<file path="src/rtl/scan_chain_ctrl.sv">
// scan_chain_ctrl: tester-side controller for one scan chain of scanff cells.
// Latency: start accepted at E0, done pulses in cycle 2*CHAIN_LEN+2, next start at E(2*CHAIN_LEN+3).
// Backpressure: none; start is only sampled in IDLE, and start outside IDLE is dropped, not queued.
//
// Ports:
//   clock, reset_l        - single clock shared with the chain; async active-low reset
//   start                 - request one load/capture/unload sequence (IDLE only)
//   pattern_in, expect_in - stimulus and expected response, latched when start is accepted
//   scan_out              - Q of chain position 0 (last flop)
//   scan_en, scan_in      - registered SE for all chain flops, SI for position CHAIN_LEN-1
//   busy                  - high from the first SHIFT_IN cycle through the last SHIFT_OUT cycle
//   done                  - one-cycle pulse when response/pass are valid
//   response, pass        - unloaded capture data and compare result, held until the next DONE
//
// Optional compare: define SCAN_CHAIN_CTRL_COMPARE_EN to add the expect register and
// comparator. Without it expect_in is ignored and pass reads 1 whenever a result is valid.

module scan_chain_ctrl #(
  parameter int CHAIN_LEN = 8
) (
  input  logic                 clock,
  input  logic                 reset_l,
  input  logic                 start,
  input  logic [CHAIN_LEN-1:0] pattern_in,
  input  logic [CHAIN_LEN-1:0] expect_in,
  input  logic                 scan_out,
  output logic                 scan_en,
  output logic                 scan_in,
  output logic                 busy,
  output logic                 done,
  output logic [CHAIN_LEN-1:0] response,
  output logic                 pass
);

  localparam int CNT_W = $clog2(CHAIN_LEN);
  localparam logic [CNT_W-1:0] CNT_LAST = CNT_W'(CHAIN_LEN - 1);

  localparam logic [2:0] ST_IDLE      = 3'd0;
  localparam logic [2:0] ST_SHIFT_IN  = 3'd1;
  localparam logic [2:0] ST_CAPTURE   = 3'd2;
  localparam logic [2:0] ST_SHIFT_OUT = 3'd3;
  localparam logic [2:0] ST_DONE      = 3'd4;

  logic [2:0]           state;
  logic [CNT_W-1:0]     cnt;
  logic [CNT_W-1:0]     cnt_inc;
  logic                 cnt_last;
  logic [CHAIN_LEN-1:0] pat_q;
  logic [CHAIN_LEN-1:0] resp_acc;
  logic [CHAIN_LEN-1:0] resp_final;
  logic                 pass_nxt;

  assign cnt_inc  = cnt + 1'b1;
  assign cnt_last = (cnt == CNT_LAST);
  assign busy     = (state == ST_SHIFT_IN) || (state == ST_CAPTURE) || (state == ST_SHIFT_OUT);

  // The last unloaded bit arrives on the same edge that publishes the response,
  // so splice the live scan_out into the top position.
  always_comb begin
    resp_final                = resp_acc;
    resp_final[CHAIN_LEN-1]   = scan_out;
  end

`ifdef SCAN_CHAIN_CTRL_COMPARE_EN
  logic [CHAIN_LEN-1:0] exp_q;

  always_ff @(posedge clock or negedge reset_l) begin
    if (!reset_l) begin
      exp_q <= '0;
    end else if ((state == ST_IDLE) && start) begin
      exp_q <= expect_in;
    end
  end

  assign pass_nxt = (resp_final == exp_q);
`else
  logic unused_expect;
  assign unused_expect = ^expect_in;
  assign pass_nxt      = 1'b1;
`endif

  always_ff @(posedge clock or negedge reset_l) begin
    if (!reset_l) begin
      state    <= ST_IDLE;
      cnt      <= '0;
      pat_q    <= '0;
      resp_acc <= '0;
      scan_en  <= 1'b0;
      scan_in  <= 1'b0;
      done     <= 1'b0;
      response <= '0;
      pass     <= 1'b0;
    end else begin
      case (state)
        ST_IDLE: begin
          scan_en <= 1'b0;
          scan_in <= 1'b0;
          done    <= 1'b0;
          if (start) begin
            pat_q   <= pattern_in;
            cnt     <= '0;
            state   <= ST_SHIFT_IN;
            scan_en <= 1'b1;
            // Bit 0 goes in first so that it ends up at position 0 after N shifts.
            scan_in <= pattern_in[0];
          end
        end

        ST_SHIFT_IN: begin
          if (cnt_last) begin
            state   <= ST_CAPTURE;
            scan_en <= 1'b0;
            scan_in <= 1'b0;
          end else begin
            cnt     <= cnt_inc;
            scan_in <= pat_q[cnt_inc];
          end
        end

        ST_CAPTURE: begin
          // Chain loads its functional D on the edge closing this cycle.
          state   <= ST_SHIFT_OUT;
          cnt     <= '0;
          scan_en <= 1'b1;
          scan_in <= 1'b0;
        end

        ST_SHIFT_OUT: begin
          resp_acc[cnt] <= scan_out;
          if (cnt_last) begin
            state    <= ST_DONE;
            scan_en  <= 1'b0;
            done     <= 1'b1;
            response <= resp_final;
            pass     <= pass_nxt;
          end else begin
            cnt <= cnt_inc;
          end
        end

        ST_DONE: begin
          done  <= 1'b0;
          state <= ST_IDLE;
        end

        default: begin
          state   <= ST_IDLE;
          scan_en <= 1'b0;
          scan_in <= 1'b0;
          done    <= 1'b0;
        end
      endcase
    end
  end

endmodule

</file>
<file path="config.mk">
export PLATFORM = sky130hd
export DESIGN_NAME = scan_chain_ctrl
export DESIGN_NICKNAME = d
export VERILOG_FILES = /design/src/rtl/scan_chain_ctrl.sv
export SDC_FILE = /design/constraint.sdc
export NUM_CORES = 1
export LEC_CHECK = 0
export ABC_CLOCK_PERIOD_IN_PS = 2200
export CORE_UTILIZATION = 40
export CTS_BUF_LIST = sky130_fd_sc_hd__clkbuf_8
export CTS_CLUSTER_DIAMETER = 30
export CTS_CLUSTER_SIZE = 25
export DETAILED_ROUTE_END_ITERATION = 6
export PLACE_DENSITY = 0.74
export SLEW_MARGIN = 0
export SYNTH_ARGS = -nofsm -noshare
export SYNTH_HDL_FRONTEND = slang
export SYNTH_SLANG_ARGS = --single-unit
</file>
<file path="constraint.sdc">
create_clock -name clock -period 2.2 [get_ports clock]
set_input_delay 0.22 -clock clock [delete_from_list [all_inputs] [get_ports clock]]
set_output_delay 0.22 -clock clock [all_outputs]
set_load 0.05 [all_outputs]
</file>
==> impl_metrics.toml <==
[timing]
setup_viol = 0
timing.final.crit_share_pct = 82.8
finalClockSkew_ps = 7.60
finalCriticalPeriod_ps = 1820
hold_viol = 0
slew_violations = 0
fmax_mhz = 549
finalSetupTns_ps = 0
grt_setup_unrepaired = "false"
slew_headroom_pct = 65.4
tightest_slew_ps = 516

[worst_setup_path]
r2r_cells = 5
crit_path_cell_trace = "ha_1, ha_1, nand3_2, clkinv_1, o21a_1"
r2r_end = "done$_DFFE_PN0P_"
cp_top_family = "adder cells"
cp_max_fo = 10
cp.buffers_inverters = 1
critPathMaxStageDelay_ps = 470
r2r-start = "cnt[0]$_DFFE_PN0P_"
crit_start = "cnt[0]$_DFFE_PN0P_"
critPathRequiredTime_ps = 2370
critical_path.slowest_cell = "dfrtp_1"
cp-start-kind = "flip-flop"
reg2reg_slack_ps = 380
critPathArrivalTime_ps = 1990
crit_type = "reg -> reg"
cp_common_cell = "ha_1"
end_kind = "flip-flop"

[power]
ir_drop_mv = 0.672
p_leak_uw = 0.000816
p_comb_share_pct = 44.7
clkPwrFrac_pct = 18.5
power.density_mw_per_mm2 = 1660
switchingPower_uw = 1200
p_sw_share_pct = 38.6
p_seq_share_pct = 36.8
finalPower_uw = 3100
p_int_uw = 1910

[yosys]
synth_area_leaders = "dfrtp_1 (56%), mux2_2 (11%), nand2_1 (7.2%), nand3b_1 (2.0%), ha_1 (1.7%)"
synthCells = 123
ys_seq_area_share_pct = 56.3
yosysWarnings = 0
ys_ff_latch = 33
synth_top_area_cell = "dfrtp_1"
synth.avg_cell_area_um2 = 11.9
synthesis.area_mm2 = 0.00147
synthDominantCellAreaShare_pct = 56.3
ys_types = 34
synthesis.nets = 145

[cells_and_area]
drive_gt1_share_pct = 19.5
fin_nets = 175
antenna_cells = 0
post-route-cell-area_mm2 = 0.00187
area_growth_pct = 27.5
layout_common_cells = "dfrtp_1 (33), nand2_1 (28), clkdlybuf4s50_1 (23)"
layout_commonest_cell = "dfrtp_1"

[grt]
antenna_found_initial = 0
grt.overflow.total = 0
track_usage_pct = 14.3
grt_max_degree = 34
grt_pass1_wl_um = 4290
grt_pass1_vias = 1006

[drt]
wirelength_um = 2470
via_per_inst = 4.86
drc = 0
firstDrtPassIters = 4
ant_nets = 0
wl_per_cell_um = 12.3
initialDrtViolationCount = 35
routed-via-count = 972

[clock_tree]
clk_pin_slew_worst_paths_ps = 60
cts_resized = 0
post_cts_buffers = 0
clk_latency_ps = 290
postCtsHoldBufs = 0
clockBufferDepth = 2
htree_levels = 2
cts_tree = "done"
root_buffer = "clkbuf_8"
clock_sinks = 33
cts_buffers = 5

[status]
status = "completed"

[placement]
post_dp_cell_area_mm2 = 0.00175
port_buffers = 24
gp_congestion = 0.774
hpwl_um = 1760

[floorplanning]
die_x_um = 62.5
ios = 33
initial_core_util_pct = 42.9
coreArea_mm2 = 0.00342
die_area_mm2 = 0.00391
num_rows = 21
die_h_um = 62.5

[job]
maxCapViolCount = 0

[min_path]
hold_path_class = "in -> async"
[Yosys cell counts]
| library cell | count |
|---|---|
| dfrtp_1 | 33 |
| nand2_1 | 28 |
| mux2_2 | 14 |
| nor2_1 | 6 |
| nand3b_1 | 4 |
| inv_1 | 3 |
| nand3_1 | 3 |
| a21oi_1 | 2 |
| ha_1 | 2 |
| mux2_1 | 2 |
| mux2i_1 | 2 |
| nor3b_1 | 2 |
| a22o_1 | 1 |
| a31oi_1 | 1 |
| and2b_4 | 1 |
| and3_2 | 1 |
| and3b_4 | 1 |
| buf_2 | 1 |
| buf_6 | 1 |
| clkinv_1 | 1 |
| mux4_2 | 1 |
| nand2b_1 | 1 |
| nand3_2 | 1 |
| nor2b_1 | 1 |
| nor3_1 | 1 |
| nor3b_2 | 1 |
| nor4b_4 | 1 |
| o2111ai_1 | 1 |
| o21a_1 | 1 |
| o21ai_0 | 1 |
| o221ai_1 | 1 |
| o31ai_1 | 1 |
| o32ai_1 | 1 |
| xnor2_1 | 1 |
[worst reg2reg max path, stage by stage (launching register included)]
cell and delay (ps):
dfrtp_1 470, ha_1 240, ha_1 240, nand3_2 210, clkinv_1 290, o21a_1 260
[final cells by class]
cell class                      instances  area (um^2)
Clock buffer                            6         82.6
Clock inverter                          2         33.8
Fill cell                             315         1550
Inverter                                4         15.0
Multi-Input combinational cell         84          609
Sequential cell                        33          826
Tap cell                               46         57.6
Timing Repair Buffer                   25          245
[logic make-up after synthesis]
kind of cell,count (synthesis),share of synthesized area (%)
buffers and inverters,6,2.13
AOI/OAI and AO/OA,10,4.86
adders and majority gates,2,1.71
and+or+nand+nor,52,19.2
muxes,19,15.2
xor gates and xnor gates,1,0.597
DFF,33,56.3
[flip-flops by register name, indices dropped and copies added (netlist names), 3 cells and up]
register and flops:
state 3, response 8, pat_q 8, cnt 3, resp_acc 7
[worst max path at each step]
| stage | to | cells past startpoint |
|---|---|---|
| after global placement | done$_DFFE_PN0P_ | 5 |
| after CTS | done$_DFFE_PN0P_ | 5 |
| after floorplan | done$_DFFE_PN0P_ | 4 |
| after global routing | done$_DFFE_PN0P_ | 5 |
| after detailed placement | done$_DFFE_PN0P_ | 5 |
| final | done$_DFFE_PN0P_ | 5 |
[metrics by stage]
stage	util [%]	instances	hold WS [ps]	setup WS (ps)
after global routing	54.7	200	376	230
after floorplan	-	123	-75.6	576
after global placement	51.3	192	446	398
after detailed placement	51.3	192	451	362
after CTS	54.7	200	344	331
final	54.7	200	334	379
[power groups by stage]
stage                     registers [uW]  logic, uW  clock network [uW]
after floorplan                     1400        764                   0
after global placement              1130       1370                   0
after detailed placement            1160       1410                   0
after CTS                           1150       1410                 596
after global routing                1190       1510                 618
final                               1140       1390                 574
[layer usage]
metal  track usage [%]  vias up  wire (um)
met5                 0        -          0
met4              4.36        0         34
met3              6.02        2        123
met2              23.9       25       1190
met1              16.6      460       1110
li1                  -      485          -
Power figures use the tool's default switching activity.
